## config.mk

```make
export PLATFORM = sky130hd
export DESIGN_NAME = pipe_hazard_ctrl
export DESIGN_NICKNAME = d
export VERILOG_FILES = /design/src/rtl/pipe_hazard_ctrl.sv
export SDC_FILE = /design/constraint.sdc
export NUM_CORES = 1
export LEC_CHECK = 0
export ABC_AREA = 1
export CAP_MARGIN = 20
export CORE_ASPECT_RATIO = 1.5
export CORE_MARGIN = 5
export CORE_UTILIZATION = 44
export DETAILED_ROUTE_END_ITERATION = 8
export GPL_ROUTABILITY_DRIVEN = 0
export PLACE_DENSITY = 0.85
export SLEW_MARGIN = 40
export SYNTH_ARGS = -nofsm -noshare
export SYNTH_HDL_FRONTEND = slang
export SYNTH_SLANG_ARGS = --single-unit
```

## constraint.sdc

```tcl
create_clock -name clk -period 2.4 [get_ports clk]
set_clock_uncertainty 0.1 [all_clocks]
set_input_delay 0.36 -clock clk [delete_from_list [all_inputs] [get_ports clk]]
set_output_delay 0.36 -clock clk [all_outputs]
set_load 0.05 [all_outputs]
```

## src/rtl/pipe_hazard_ctrl.sv

```systemverilog
// Stall/flush sequencer for the 5-stage pipeline: orders exceptions, eret, memory waits,
// load-use hazards and taken branches, and keeps saturating stall/flush statistics.
module pipe_hazard_ctrl #(
    parameter int EXC_HOLD = 1,
    parameter int CNT_W    = 16
) (
    input  logic             clk,
    input  logic             rst,
    input  logic             cpu_en,
    input  logic [4:0]       id_rs,
    input  logic [4:0]       id_rt,
    input  logic             id_uses_rs,
    input  logic             id_uses_rt,
    input  logic             ex_mem_read,
    input  logic [4:0]       ex_wr_addr,
    input  logic             id_branch_taken,
    input  logic             mem_busy,
    input  logic             exception_req,
    input  logic             eret_req,
    output logic             pc_en,
    output logic             pc_sel_exc,
    output logic             ifid_en,
    output logic             ifid_flush,
    output logic             idex_bubble,
    output logic             idex_flush,
    output logic             exmem_en,
    output logic             exmem_flush,
    output logic             memwb_en,
    output logic [1:0]       state,
    output logic [CNT_W-1:0] stall_cnt,
    output logic [CNT_W-1:0] flush_cnt
);

    typedef enum logic [1:0] {
        S_RUN      = 2'd0,
        S_MEM_WAIT = 2'd1,
        S_EXC_HOLD = 2'd2
    } state_e;

    localparam int HW = (EXC_HOLD > 1) ? $clog2(EXC_HOLD) : 1;
    localparam logic [HW-1:0] HOLD_INIT = HW'(EXC_HOLD - 1);
    localparam logic [CNT_W-1:0] CNT_MAX = '1;

    state_e           state_q, state_d;
    logic [HW-1:0]    hold_q, hold_d;
    logic [CNT_W-1:0] stall_q, stall_d;
    logic [CNT_W-1:0] flush_q, flush_d;
    logic             load_use;
    logic             take_exc;
    logic             flush_evt;

    assign load_use = ex_mem_read && (ex_wr_addr != 5'd0) &&
                      ((id_uses_rs && (id_rs == ex_wr_addr)) ||
                       (id_uses_rt && (id_rt == ex_wr_addr)));

    // A pending exception in MEM_WAIT is only taken once memory releases.
    assign take_exc = exception_req &&
                      ((state_q == S_RUN) || ((state_q == S_MEM_WAIT) && !mem_busy));

    always_comb begin
        pc_en       = 1'b1;
        pc_sel_exc  = 1'b0;
        ifid_en     = 1'b1;
        ifid_flush  = 1'b0;
        idex_bubble = 1'b0;
        idex_flush  = 1'b0;
        exmem_en    = 1'b1;
        exmem_flush = 1'b0;
        memwb_en    = 1'b1;
        state_d     = state_q;
        hold_d      = hold_q;
        flush_evt   = 1'b0;
        stall_d     = stall_q;
        flush_d     = flush_q;

        if (rst) begin
            state_d = S_RUN;
        end else if (!cpu_en) begin
            pc_en    = 1'b0;
            ifid_en  = 1'b0;
            exmem_en = 1'b0;
            memwb_en = 1'b0;
        end else if (take_exc) begin
            pc_sel_exc  = 1'b1;
            ifid_flush  = 1'b1;
            idex_flush  = 1'b1;
            exmem_flush = 1'b1;
            flush_evt   = 1'b1;
            state_d     = S_EXC_HOLD;
            hold_d      = HOLD_INIT;
        end else begin
            case (state_q)
                S_RUN: begin
                    if (eret_req) begin
                        ifid_flush = 1'b1;
                        idex_flush = 1'b1;
                        flush_evt  = 1'b1;
                    end else if (mem_busy) begin
                        pc_en    = 1'b0;
                        ifid_en  = 1'b0;
                        exmem_en = 1'b0;
                        memwb_en = 1'b0;
                        state_d  = S_MEM_WAIT;
                    end else if (load_use) begin
                        pc_en       = 1'b0;
                        ifid_en     = 1'b0;
                        idex_bubble = 1'b1;
                    end else if (id_branch_taken) begin
                        ifid_flush = 1'b1;
                        flush_evt  = 1'b1;
                    end
                end
                S_MEM_WAIT: begin
                    if (mem_busy) begin
                        pc_en    = 1'b0;
                        ifid_en  = 1'b0;
                        exmem_en = 1'b0;
                        memwb_en = 1'b0;
                    end else begin
                        state_d = S_RUN;
                    end
                end
                S_EXC_HOLD: begin
                    pc_sel_exc = 1'b1;
                    if (mem_busy) begin
                        pc_en    = 1'b0;
                        ifid_en  = 1'b0;
                        exmem_en = 1'b0;
                        memwb_en = 1'b0;
                    end else begin
                        ifid_flush = 1'b1;
                        if (hold_q == '0) state_d = S_RUN;
                        else              hold_d  = hold_q - HW'(1);
                    end
                end
                default: state_d = S_RUN;
            endcase
        end

        if (!rst && cpu_en && !pc_en && (stall_q != CNT_MAX)) stall_d = stall_q + CNT_W'(1);
        if (flush_evt && (flush_q != CNT_MAX)) flush_d = flush_q + CNT_W'(1);
    end

    always_ff @(posedge clk) begin
        if (rst) begin
            state_q <= S_RUN;
            hold_q  <= '0;
            stall_q <= '0;
            flush_q <= '0;
        end else if (cpu_en) begin
            state_q <= state_d;
            hold_q  <= hold_d;
            stall_q <= stall_d;
            flush_q <= flush_d;
        end
    end

    assign state     = state_q;
    assign stall_cnt = stall_q;
    assign flush_cnt = flush_q;

endmodule
```

==> results.txt <==
* Run status: completed
- Number of optimization iterations in the first detailed-route pass: 5
- Number of placement rows: 32
* Layout net count: approximately 480
- The max-slew violation count is 0.
- Vias in the first global route: between 2k and 2.5k
- Post-Syn Nets: 402
- 0 antenna diodes ended up in the layout.
* Power density over the cells: 405.2 nW/µm²
- DRC violation total after the first TritonRoute iteration: 158
- Post-Syn Instances: 371
* Starting density of the core: about 46%
- In the synthesized netlist, mux cells make up 0% of the area.
* Data required time at the worst endpoint: 1.94 ns
- TritonCTS built the clock tree.
* Final standard cell utilization of the core: about 66%
* Total detailed-routing wirelength: 6.638 mm
- I/O pin cnt: 68
* Worst path arrival time: 1.88 ns
* Largest net degree at the start of global routing: 32
* Critical Path Max Stage Delay: roughly 0.36 ns
* Proportion of power drawn by flip-flops and latches: between 40% and 50%
- Clock tree synthesis found a total of 34 sinks.
- Path type of the worst min-delay path: flip-flop to flip-flop
- Final Hold Fails: 0
- After layout, the design draws a total of about 1400 µW.
- The detailed router placed 2627 vias in this run.
* Avg Inst Size Synth: 6.415 µm²
- Detail Route Antenna Nets: 0
- Across every metal layer, demand over resource in global routing totals 18.46%.
* F_max: between 400 and 500 MHz
- Syn. warnings: 0
- Cell chosen for the clock root: clkbuf_8
* Proportion of synthesized chip area in sequential cells: about 29%
- For the final routed database, the setup TNS stands at 0 ns.
* First-pass GRT wire length: about 11 mm
* Worst-path cell with the longest stage delay: dfxtp_4
* Finish-stage setup viols: 0
* Synth Area in Compound Gates: approximately 10%
* Share of synthesized cell area in and, or, nand and nor gates: a little under two fifths
- STA classifies the critical path startpoint as a flip-flop.
- The share of total power dissipated in the clock network is between 30% and 40%.
- Number of flops mapped to enable cells by yosys: 0
- Buffers inserted during clock tree synthesis total 5.
* FF+latch count, synth: 34
* Antenna violations before repair: 0
* Worst-case vdd ir drop: roughly 0.35 mV
* Final HPWL from detailed placement: 4.764 mm
- The floorplan step set the die width to approximately 70 µm.
* Actual slew at the worst max-slew pin: about 0.53 ns
- The signal on the critical path passes through inv_1, ha_1, inv_2, buf_4, o21ai_4, inv_1, nor2_2, inv_1, o311ai_2, buf_12.
* Sw Ratio: between 30% and 40%
- Compared with the post-synthesis result, the final layout area differs by 45.22%.
- In this design, the critical path's most frequently occurring cell is inv_1.
- The floorplan step set the die height to 100.1 µm.
* Latest clock arrival within the worst-skew pair: 0.29 ns
* Storage element area: 688.2 µm²
- The total overflow left after global routing is 0.
* Max transition margin: 64.57%
- Post-synthesis cell area: between 2000 and 2500 µm²
- Input/output buffers: 67
- Broken down by cell family, the worst path's largest delay share belongs to buffers and inverters.
* Post-CTS clock slew at the launch and capture registers of the worst setup and hold paths: ~0.07 ns
* Share of the synthesized netlist area taken by xor and xnor gates: 10.30%
- Adder-cell area share of the yosys netlist: between 3 and 4%
- Clock tree buffer depth: 2
* Fraction of layout instances using a drive strength above 1: around 14%
- Along the worst path, the maximum fanout reaches 4.
* Placeable Area: about 5200 µm²
* P_leak: between 0.001 and 0.0015 µW
- After layout, the minimum clock period comes to roughly 2.3 ns.
* Area used by multi-input combinational logic: 1493 µm²
- Die Footprint: between 7000 and 8000 µm²
- Using the TritonRoute via totals, the vias-per-cell ratio works out to 5.062.
- The internal portion of the total power is 966.7 µW.
- Switching power of the nets: 433.7 µW
- The H-tree was split into 2 levels.
- The worst setup path is of the flip-flop to output pin kind.
- Largest family of logic cells by synthesized area: simple AND/OR/NAND/NOR gates
* Placed Area: approximately 3300 µm²
- The synthesized netlist contains 33 unique library cells.
* Async SR Flop Fraction: 0%
* Dominant register cell in the synthesized netlist: dfxtp_1
- In the routed design, unresolved DRC markers number 0.
- Summing all non-filler instances in the final layout gives an area of 3456 µm².
- Number of max-cap violations: 0
- Combinational share of power: around a quarter
* Sort of element at the end of the critical path: output pin
- The filler cells instantiated in the layout total ~460.
- The library cell used most frequently in the layout, excluding fill and tap cells, is nand2_1.
- Fin crit share: around 97%
* Commonest cells after routing, fill and taps aside: nand2_1, clkdlybuf4s50_1, inv_1, nand3_1, a21oi_1
- After detailed routing, the average wire length per cell comes to 12.79 µm.
- Counting both buffers and inverters, the worst setup path holds a total of 6.
- The setup check on the worst reg-to-reg path leaves a slack of 0.25 ns.
-- synth_stat cells (2+ instances only) --
master / instances / area share (%)
nor3_1: 6 / 1.3
inv_1: 47 / 7.4
xnor2_1: 8 / 2.9
nand3_1: 34 / 7.2
nand2_2: 6 / 1.6
buf_2: 2 / 0.42
nor2_1: 31 / 4.9
nand2_1: 105 / 17
xor2_1: 20 / 7.4
a21oi_1: 34 / 7.2
nand4_1: 7 / 1.8
dfxtp_1: 34 / 29
nor2_2: 2 / 0.53
buf_6: 2 / 0.95
clkbuf_1: 4 / 0.63
ha_1: 6 / 3.2
nor4_1: 3 / 0.79
o21ai_0: 3 / 0.63
buf_4: 3 / 0.95
-- state kept, by name (all words and copies together) (netlist names) --
name	count
stall_cnt	16
flush_cnt	16
state	2
-- power by group through the flow --
stage | Sequential (µW) | Clock, µW | Combinational [µW]
floorplan | 614 | 0 | 164
global placement | 592 | 0 | 323
detailed placement | 593 | 0 | 328
CTS | 579 | 472 | 344
global route | 581 | 489 | 395
finish | 580 | 451 | 369
-- worst reg2reg max path, stage by stage (launching register included) --
cell,delay (ns)
dfxtp_1,0.43
ha_1,0.27
nand3_1,0.12
nor2_2,0.19
nand4_1,0.16
o21ai_2,0.20
nand3b_2,0.35
nand2_1,0.10
a21oi_1,0.17
-- path summary, 6_finish.rpt --
path	end	from	depth (start not counted)
worst min register to register	stall_cnt[13]	stall_cnt[13]	2
worst max register to register	stall_cnt[2]	stall_cnt[0]	8
worst min-delay path	stall_cnt[13]	stall_cnt[13]	2
worst max-delay path	ifid_flush	state[1]	10
-- repair_timing --
item                       4_1_cts  5_1_grt
pin swaps                        1        4
resized for setup                3       15
setup endpoints to repair        4        6
cloned                           0        0
buffers inserted                 3        5
hold buffers                     0        0
-- area by class of cell --
type | count | area share (%)
clock inverter | 2 | 0.3259
inverter | 48 | 5.214
tap | 68 | 2.462
sequential | 34 | 19.91
multi-input combinational | 277 | 43.19
timing repair buffer | 84 | 26.50
clock buffer | 6 | 2.390
-- kinds of logic (layout without fill, tap and decap cells) --
family	after synthesis	after routing
flops	34	34
xor+xnor	28	28
simple gates	200	200
compound gates	43	43
fa+ha+maj	6	6
buf+inv	60	140
-- through the flow --
step / cells / hold slack, ns / setup slack (ns)
2_1_floorplan: 371 / 0.4919 / 0.01814
3_3_place_gp: 503 / 0.3811 / 0.06400
3_5_place_dp: 503 / 0.3980 / 0.03162
4_1_cts: 514 / 0.4148 / 0.02401
5_1_grt: 519 / 0.4414 / -0.02939
6_report: 519 / 0.4089 / 0.06272
-- metal layers --
metal	track usage [%]	vias to the layer above	part of all wire (%)
met3	3.507	6	4.7
li1	-	1337	-
met5	0	-	0
met4	7.227	0	0.95
met1	20.77	1203	39
met2	33.94	81	56
No activity file was read; power rests on OpenSTA's default activity.
